## config.mk

```make
export PLATFORM = sky130hd
export DESIGN_NAME = ifu_prefetch
export DESIGN_NICKNAME = d
export VERILOG_FILES = /design/src/rtl/ifu_pkg.sv /design/src/rtl/sync_fifo.sv /design/src/rtl/ifu_prefetch.sv
export SDC_FILE = /design/constraint.sdc
export NUM_CORES = 1
export LEC_CHECK = 0
export CAP_MARGIN = 5
export CORE_MARGIN = 10
export CORE_UTILIZATION = 56
export DETAILED_ROUTE_END_ITERATION = 6
export GPL_TIMING_DRIVEN = 0
export PLACE_DENSITY_LB_ADDON = 0.12
export RECOVER_POWER = 50
export SYNTH_ARGS = -nofsm -noshare
export SYNTH_HDL_FRONTEND = slang
export SYNTH_SLANG_ARGS = --single-unit
```

## constraint.sdc

```tcl
create_clock -name clk -period 13.8 [get_ports clk]
set_input_delay 1.38 -clock clk [delete_from_list [all_inputs] [get_ports clk]]
set_output_delay 1.38 -clock clk [all_outputs]
set_load 0.02 [all_outputs]
```

## src/rtl/ifu_pkg.sv

```systemverilog
// -----------------------------------------------------------------------------
// ifu_pkg
// Shared definitions for the instruction-fetch prefetch unit: default address
// and instruction widths, the reset fetch address, the fetch-entry layout
// stored in the instruction queue, and the prefetch sequencer states.
// -----------------------------------------------------------------------------
package ifu_pkg;

  localparam int unsigned XLEN_DEF     = 64;
  localparam int unsigned ILEN_DEF     = 32;
  localparam logic [63:0] RESET_PC_DEF = 64'h8000_0000;

  // Every fetch is one fixed-size instruction word.
  localparam int unsigned INST_BYTES = 4;

  // One instruction-queue entry: where it came from, what it is, and whether
  // the memory reported an access fault for it.
  typedef struct packed {
    logic [XLEN_DEF-1:0] pc;
    logic [ILEN_DEF-1:0] inst;
    logic                err;
  } fetch_entry_t;

  typedef enum logic {
    ST_BOOT = 1'b0,
    ST_RUN  = 1'b1
  } fetch_state_e;

  // Occupancy counters need one bit more than an index so that "full"
  // (== depth) is representable.
  function automatic int unsigned cnt_width(input int unsigned depth);
    return $clog2(depth) + 1;
  endfunction

endpackage

```

## src/rtl/sync_fifo.sv

```systemverilog
// -----------------------------------------------------------------------------
// sync_fifo
// Single-clock FIFO with a registered storage array and a combinational view
// of the head slot. Pointers carry one wrap bit so full and empty are told
// apart without a separate counter.
//
// Ports
//   clk      clock
//   rst_n    synchronous active-low reset (pointers only)
//   flush_i  discard all entries; wins over push and pop in the same cycle
//   push_i   write wdata_i at the tail (ignored when full unless popping)
//   wdata_i  entry to write
//   pop_i    drop the head entry (ignored when empty)
//   rdata_o  head entry contents (don't-care while empty)
//   empty_o  no entries held
//   count_o  number of entries held, 0..DEPTH
// -----------------------------------------------------------------------------
module sync_fifo
  import ifu_pkg::*;
#(
  parameter int unsigned WIDTH = 8,
  parameter int unsigned DEPTH = 4
) (
  input  logic                        clk,
  input  logic                        rst_n,
  input  logic                        flush_i,
  input  logic                        push_i,
  input  logic [WIDTH-1:0]            wdata_i,
  input  logic                        pop_i,
  output logic [WIDTH-1:0]            rdata_o,
  output logic                        empty_o,
  output logic [cnt_width(DEPTH)-1:0] count_o
);

  localparam int unsigned AW = $clog2(DEPTH);
  localparam int unsigned PW = cnt_width(DEPTH);

  logic [WIDTH-1:0] mem_q [DEPTH];
  logic [PW-1:0]    wr_ptr_q, wr_ptr_d;
  logic [PW-1:0]    rd_ptr_q, rd_ptr_d;
  logic             full;
  logic             do_push;
  logic             do_pop;

  assign empty_o = (wr_ptr_q == rd_ptr_q);
  assign full    = (wr_ptr_q[AW] != rd_ptr_q[AW]) &&
                   (wr_ptr_q[AW-1:0] == rd_ptr_q[AW-1:0]);
  assign count_o = wr_ptr_q - rd_ptr_q;
  assign rdata_o = mem_q[rd_ptr_q[AW-1:0]];

  // A push into a full queue is fine when the head leaves in the same cycle:
  // the write lands in the slot being vacated.
  assign do_push = push_i & (~full | pop_i) & ~flush_i;
  assign do_pop  = pop_i & ~empty_o & ~flush_i;

  always_comb begin
    wr_ptr_d = wr_ptr_q;
    rd_ptr_d = rd_ptr_q;
    if (flush_i) begin
      wr_ptr_d = '0;
      rd_ptr_d = '0;
    end else begin
      if (do_push) wr_ptr_d = wr_ptr_q + PW'(1);
      if (do_pop)  rd_ptr_d = rd_ptr_q + PW'(1);
    end
  end

  always_ff @(posedge clk) begin
    if (!rst_n) begin
      wr_ptr_q <= '0;
      rd_ptr_q <= '0;
    end else begin
      wr_ptr_q <= wr_ptr_d;
      rd_ptr_q <= rd_ptr_d;
    end
  end

  // NOTE: storage is deliberately not reset; only the pointers define which
  // slots are meaningful, and a reset on the array would just cost a wide mux.
  always_ff @(posedge clk) begin
    if (do_push) mem_q[wr_ptr_q[AW-1:0]] <= wdata_i;
  end

endmodule

```

## src/rtl/ifu_prefetch.sv

```systemverilog
// -----------------------------------------------------------------------------
// ifu_prefetch
// Sequential instruction prefetcher. Issues 4-byte aligned fetch requests as
// long as queue occupancy plus outstanding requests leaves room, tags in-order
// responses with their PC, and queues them for decode. A redirect flushes the
// queue, restarts fetching at the new target and arranges for every response
// still outstanding from the old path to be discarded on arrival.
//
// Ports
//   clk             clock; all state updates on the rising edge
//   reset           synchronous active-low reset
//   req_valid       fetch request valid (from registered state only)
//   req_ready       memory accepts the request
//   req_addr        fetch address
//   rsp_valid       in-order response valid, never back-pressured
//   rsp_data        fetched instruction
//   rsp_err         access fault for this response
//   redirect_valid  one-cycle branch/jump redirect
//   redirect_pc     redirect target (low two bits ignored)
//   out_valid       head queue entry valid
//   out_ready       decode consumes the head entry
//   out_pc          PC of the head entry
//   out_inst        instruction of the head entry
//   out_err         fault flag of the head entry
// -----------------------------------------------------------------------------
module ifu_prefetch
  import ifu_pkg::*;
#(
  parameter int unsigned     XLEN     = XLEN_DEF,
  parameter int unsigned     ILEN     = ILEN_DEF,
  parameter int unsigned     DEPTH    = 4,
  parameter logic [XLEN-1:0] RESET_PC = XLEN'(RESET_PC_DEF)
) (
  input  logic            clk,
  input  logic            reset,
  output logic            req_valid,
  input  logic            req_ready,
  output logic [XLEN-1:0] req_addr,
  input  logic            rsp_valid,
  input  logic [ILEN-1:0] rsp_data,
  input  logic            rsp_err,
  input  logic            redirect_valid,
  input  logic [XLEN-1:0] redirect_pc,
  output logic            out_valid,
  input  logic            out_ready,
  output logic [XLEN-1:0] out_pc,
  output logic [ILEN-1:0] out_inst,
  output logic            out_err
);

  localparam int unsigned CW = cnt_width(DEPTH);
  localparam logic [CW:0] DEPTH_C = (CW+1)'(DEPTH);

  // Same field order as fetch_entry_t, sized to this instance's widths.
  typedef struct packed {
    logic [XLEN-1:0] pc;
    logic [ILEN-1:0] inst;
    logic            err;
  } entry_t;

  fetch_state_e    state_q, state_d;
  logic [XLEN-1:0] fetch_pc_q, fetch_pc_d;
  logic [XLEN-1:0] rsp_pc_q, rsp_pc_d;
  logic [CW-1:0]   inflight_q, inflight_d;
  logic [CW-1:0]   drop_q, drop_d;

  logic [CW-1:0]   q_count;
  logic            q_empty;
  entry_t          q_wdata, q_rdata;

  logic            credit_ok;
  logic            fire, accept, enq, pop;
  logic [XLEN-1:0] redir_pc_al;

  // Outstanding requests reserve a queue slot, so a response always has
  // somewhere to land even while decode is stalled.
  assign credit_ok = ({1'b0, q_count} + {1'b0, inflight_q}) < DEPTH_C;

  // NOTE: every signal written here gets a default before the case, so no
  // path leaves it unassigned and no latch is inferred.
  always_comb begin
    state_d   = state_q;
    req_valid = 1'b0;
    case (state_q)
      ST_BOOT: state_d = ST_RUN;
      ST_RUN:  req_valid = credit_ok;
      default: state_d = ST_BOOT;
    endcase
  end

  assign fire        = req_valid & req_ready;
  assign accept      = rsp_valid & (inflight_q != '0);
  // A response accepted in a redirect cycle belongs to the abandoned path.
  assign enq         = accept & (drop_q == '0) & ~redirect_valid;
  assign pop         = out_valid & out_ready & ~redirect_valid;
  assign redir_pc_al = redirect_pc & ~XLEN'(3);

  always_comb begin
    inflight_d = inflight_q + CW'(fire) - CW'(accept);

    fetch_pc_d = fetch_pc_q;
    rsp_pc_d   = rsp_pc_q;
    drop_d     = drop_q;

    if (redirect_valid) begin
      fetch_pc_d = redir_pc_al;
      rsp_pc_d   = redir_pc_al;
      // Everything still owed by memory after this edge, including a request
      // that fired this very cycle, is from the old path.
      drop_d     = inflight_d;
    end else begin
      if (fire) fetch_pc_d = fetch_pc_q + XLEN'(INST_BYTES);
      if (enq)  rsp_pc_d   = rsp_pc_q + XLEN'(INST_BYTES);
      if (accept && (drop_q != '0)) drop_d = drop_q - CW'(1);
    end
  end

  // NOTE: state registers use non-blocking assignments so every flop samples
  // the pre-edge values regardless of statement order.
  always_ff @(posedge clk) begin
    if (!reset) begin
      state_q    <= ST_BOOT;
      fetch_pc_q <= RESET_PC;
      rsp_pc_q   <= RESET_PC;
      inflight_q <= '0;
      drop_q     <= '0;
    end else begin
      state_q    <= state_d;
      fetch_pc_q <= fetch_pc_d;
      rsp_pc_q   <= rsp_pc_d;
      inflight_q <= inflight_d;
      drop_q     <= drop_d;
    end
  end

  assign q_wdata = '{pc: rsp_pc_q, inst: rsp_data, err: rsp_err};

  sync_fifo #(
    .WIDTH ($bits(entry_t)),
    .DEPTH (DEPTH)
  ) u_queue (
    .clk     (clk),
    .rst_n   (reset),
    .flush_i (redirect_valid),
    .push_i  (enq),
    .wdata_i (q_wdata),
    .pop_i   (pop),
    .rdata_o (q_rdata),
    .empty_o (q_empty),
    .count_o (q_count)
  );

  assign req_addr  = fetch_pc_q;
  assign out_valid = ~q_empty;
  assign out_pc    = q_rdata.pc;
  assign out_inst  = q_rdata.inst;
  assign out_err   = q_rdata.err;

endmodule
```

==> impl_results.md <==
* Outcome: finished, final reports clean
* Fin crit share at 40.4%
* Worst path slowest cell: nor4b_1
* Io pins at 266
* CP endpoint kind: output pin
* Remaining Overflow, GRT at 0
* Flop pwr share at 50.6%
* Worst path arrival time at 4190 ps
* RSZ-0062 raised after global routing: false
* Critical path startpoint category: flip-flop
* Filler instances at 2,619
* Slew headroom at 6.51%
* Total CTS buffers at 51
* Met2 GRT Util at 38.3%
* Max Slew Vio Count at 0
* Number of synthesized flops with an enable pin at 380
* Kind of critical path: reg2out
* WL final at 59.5 mm
* Drt pass-1 iters at 7
* Post-synth ARST share at 0%
* Clk buf depth at 3
* GRT met3 Usage at 5.39%
* Initial antenna violation count at 0
* H-tree depth at 2
* Clock-pin slew on the worst setup and hold paths at 60 ps
* Vias at 15,013
* Total Routing Usage GR at 25.0%
* Worst-Margin Slew at 1380 ps
* Hold_buf cts at 0
* Die area at 0.0468 mm^2
* CTS root buf: clkbuf_16
* Largest cells by area after synthesis: edfxtp_1 53%, dfxtp_1 13%, mux4_2 9.9%, o21ai_0 1.6%, a21oi_1 1.5%
* Fmax at 180 MHz
* Dpl cells at 2,272
* Leak Pwr at 0.00860 uW
* Switch Pwr at 856 uW
* CTS tree: built
* Setup violators final at 0
* Seq. cell area at 0.0142 mm^2
* Multi-input logic area at 0.00696 mm^2
* Vias in the first global route at 14,675
* Clock sinks at 519
* DR iter-0 viols at 1,650
* Most frequent cell after synthesis: edfxtp_1
* Largest net degree at the start of global routing at 54
* Post-synth top area cell: edfxtp_1
* Reg2Reg Depth at 17
* CP max FO at 7
* Post-CTS Resized at 0
* Final hold slack at 522 ps
* First-pass GRT wire length at 90.3 mm
* Starting Density at 57.1%
* Final hold viol count at 0
* Synth top area share at 52.8%
* Peak supply drop at 0.000111 V
* Power per Cell Area at 134 mW/mm^2
* Synth Instances at 1,481
* Synth-to-Final Area Change at 23.5%
* Critical Path End: req_valid
* Mapped Area at 0.0216 mm^2
* GRT met1 Usage at 34.8%
* #FFs+latches synth at 519
* Post-synthesis cell type count at 56
* Clk_lat worst skew at 590 ps
* DRC errors left at 0
* Sw Ratio at 23.9%
* Sequential-to-total area share from yosys stat at 65.7%
* Core box area at 0.0378 mm^2
* Slowest stage delay, CP at 1100 ps
* Clock share of power at 38.2%
* Dominant synthesized flop cell: edfxtp_1
* Top post-synthesis cells by count: 380 x edfxtp_1, 139 x dfxtp_1, 95 x mux4_2, 70 x o21ai_0, 67 x clkbuf_1
* CP Cell Sequence: inv_1, ha_1, inv_1, fa_1, xor2_1, ha_1, nor4b_1, nand2_1, inv_1, clkdlybuf4s50_1
* Worst hold path class: reg2reg
* Hold_sp: u_queue.rd_ptr_q[1]$_SDFFE_PP0P_
* Vias per cell at 6.34
* Syn_area_per_cell at 14.6 um^2
* Worst Path Buf+Inv at 4
* Post-CTS setup buffer count at 0
* Worst Setup SP: u_queue.wr_ptr_q[0]$_SDFFE_PP0P_
* Share of layout cells above drive strength 1 at 12.2%
* DPL Wire Length at 42.4 mm
* Largest delay share family, worst path: simple AND/OR/NAND/NOR gates
* Top Usage Layer GRT: met2
* Internal power at 2720 uW
* RR Startpoint: u_queue.wr_ptr_q[0]$_SDFFE_PP0P_
* Max-cap violation count at 0
* Fin Clk Skew at 14.7 ps
* Combinational Power Share at 11.1%
* Die X at 216 um
* Critical path depth in cells at 10
* Worst R2R Setup Slack at 8710 ps
* Port bufs at 258
* Req. time, crit path at 12,420 ps
* Post-route ant nets at 0
* CP dominant cell by count: inv_1
* Synth Warn # at 0
* Avg WL per Cell at 25.1 um
* Final #Nets at 1,934
* Reg-to-reg endpoint: drop_q[2]$_SDFFE_PN0P_
* Die height at 216 um
* Row cnt at 71
* Routability Congestion at 0.954
* Min Tclk post-route at 5570 ps
* Post-Layout Cell Count at 2,369
per-stage QoR:
step                      setup TNS [ps]  setup slack, ps  util (%)  total power, uW  cell area, um^2
after global placement           -685710            -7150      65.6             2240            24800
after CTS                              0             8490      70.7             3610            26700
after detailed placement               0             9050      66.3             2250            25100
after global routing                   0             8090      70.5             3700            26700
after floorplan                        0             1170         -             2040            21600
final                                  0             8230      70.5             3580            26700
routing by layer:
metal  routed length, um  vias up
met3                5360      114
li1                    -     6576
met5                   0        -
met2               27400      821
met4                1810        0
met1               25000     7502
power by group through the flow:
stage / combinational [uW] / clock [uW] / sequential (uW)
after floorplan: 206 / 0 / 1840
after detailed placement: 404 / 0 / 1840
after global placement: 394 / 0 / 1850
after global routing: 426 / 1450 / 1820
final: 398 / 1370 / 1810
after CTS: 407 / 1390 / 1810
flip-flops by register name, indices dropped and copies added, names as in the netlist, named ones only:
name	flops
u_queue.mem_q	380
req_addr	62
rsp_pc_q	62
drop_q	3
inflight_q	3
u_queue.rd_ptr_q	3
u_queue.wr_ptr_q	3
state_q	1
cell type report:
cell class / instances / area share [%]
Timing Repair Buffer: 277 / 10.5
Clock buffer: 74 / 5.52
Buffer: 85 / 1.30
Inverter: 20 / 0.281
Antenna cell: 2 / 0.0188
Multi-Input combinational cell: 860 / 26.1
Tap cell: 511 / 2.40
Clock inverter: 21 / 0.708
Sequential cell: 519 / 53.2
worst min-delay path, cell delays in order, from the launching register on:
cell and delay [ps]:
dfxtp_1 330, nand2_1 60, a21oi_1 70
how the worst min path moves through the flow:
stage,to,slack (ps),cells past startpoint
2_1_floorplan,flip-flop,470,2
3_5_place_dp,flip-flop,500,2
5_1_grt,u_queue.rd_ptr_q[1]$_SDFFE_PP0P_,560,2
6_report,u_queue.rd_ptr_q[1]$_SDFFE_PP0P_,520,2
3_3_place_gp,u_queue.rd_ptr_q[1]$_SDFFE_PP0P_,500,2
4_1_cts,u_queue.rd_ptr_q[1]$_SDFFE_PP0P_,510,2
layout by cell type (no fill, tap or decap), types with 37 or more instances in the layout:
master	count
a21oi_1	65
clkbuf_1	84
clkbuf_16	52
clkdlybuf4s50_1	161
dfxtp_1	139
dlygate4sd3_1	97
edfxtp_1	380
mux4_2	95
nand2_1	64
nand3_1	49
nand4_1	47
nor2_1	52
nor3_1	46
o21ai_0	70
xnor2_1	37
cells by family (layout without fill, tap and decap cells):
family / after synthesis / after routing / share of synthesized area (%)
AOI/OAI and AO/OA: 237 / 237 / 6.74
buffers and inverters: 105 / 477 / 1.99
adders and majority gates: 17 / 17 / 1.05
muxes: 104 / 104 / 10.3
and+or+nand+nor: 434 / 434 / 11.6
other: 1 / 6 / 0.0174
xor gates and xnor gates: 64 / 64 / 2.59
DFF: 519 / 519 / 65.7
No activity file was read; power rests on OpenSTA's default activity.
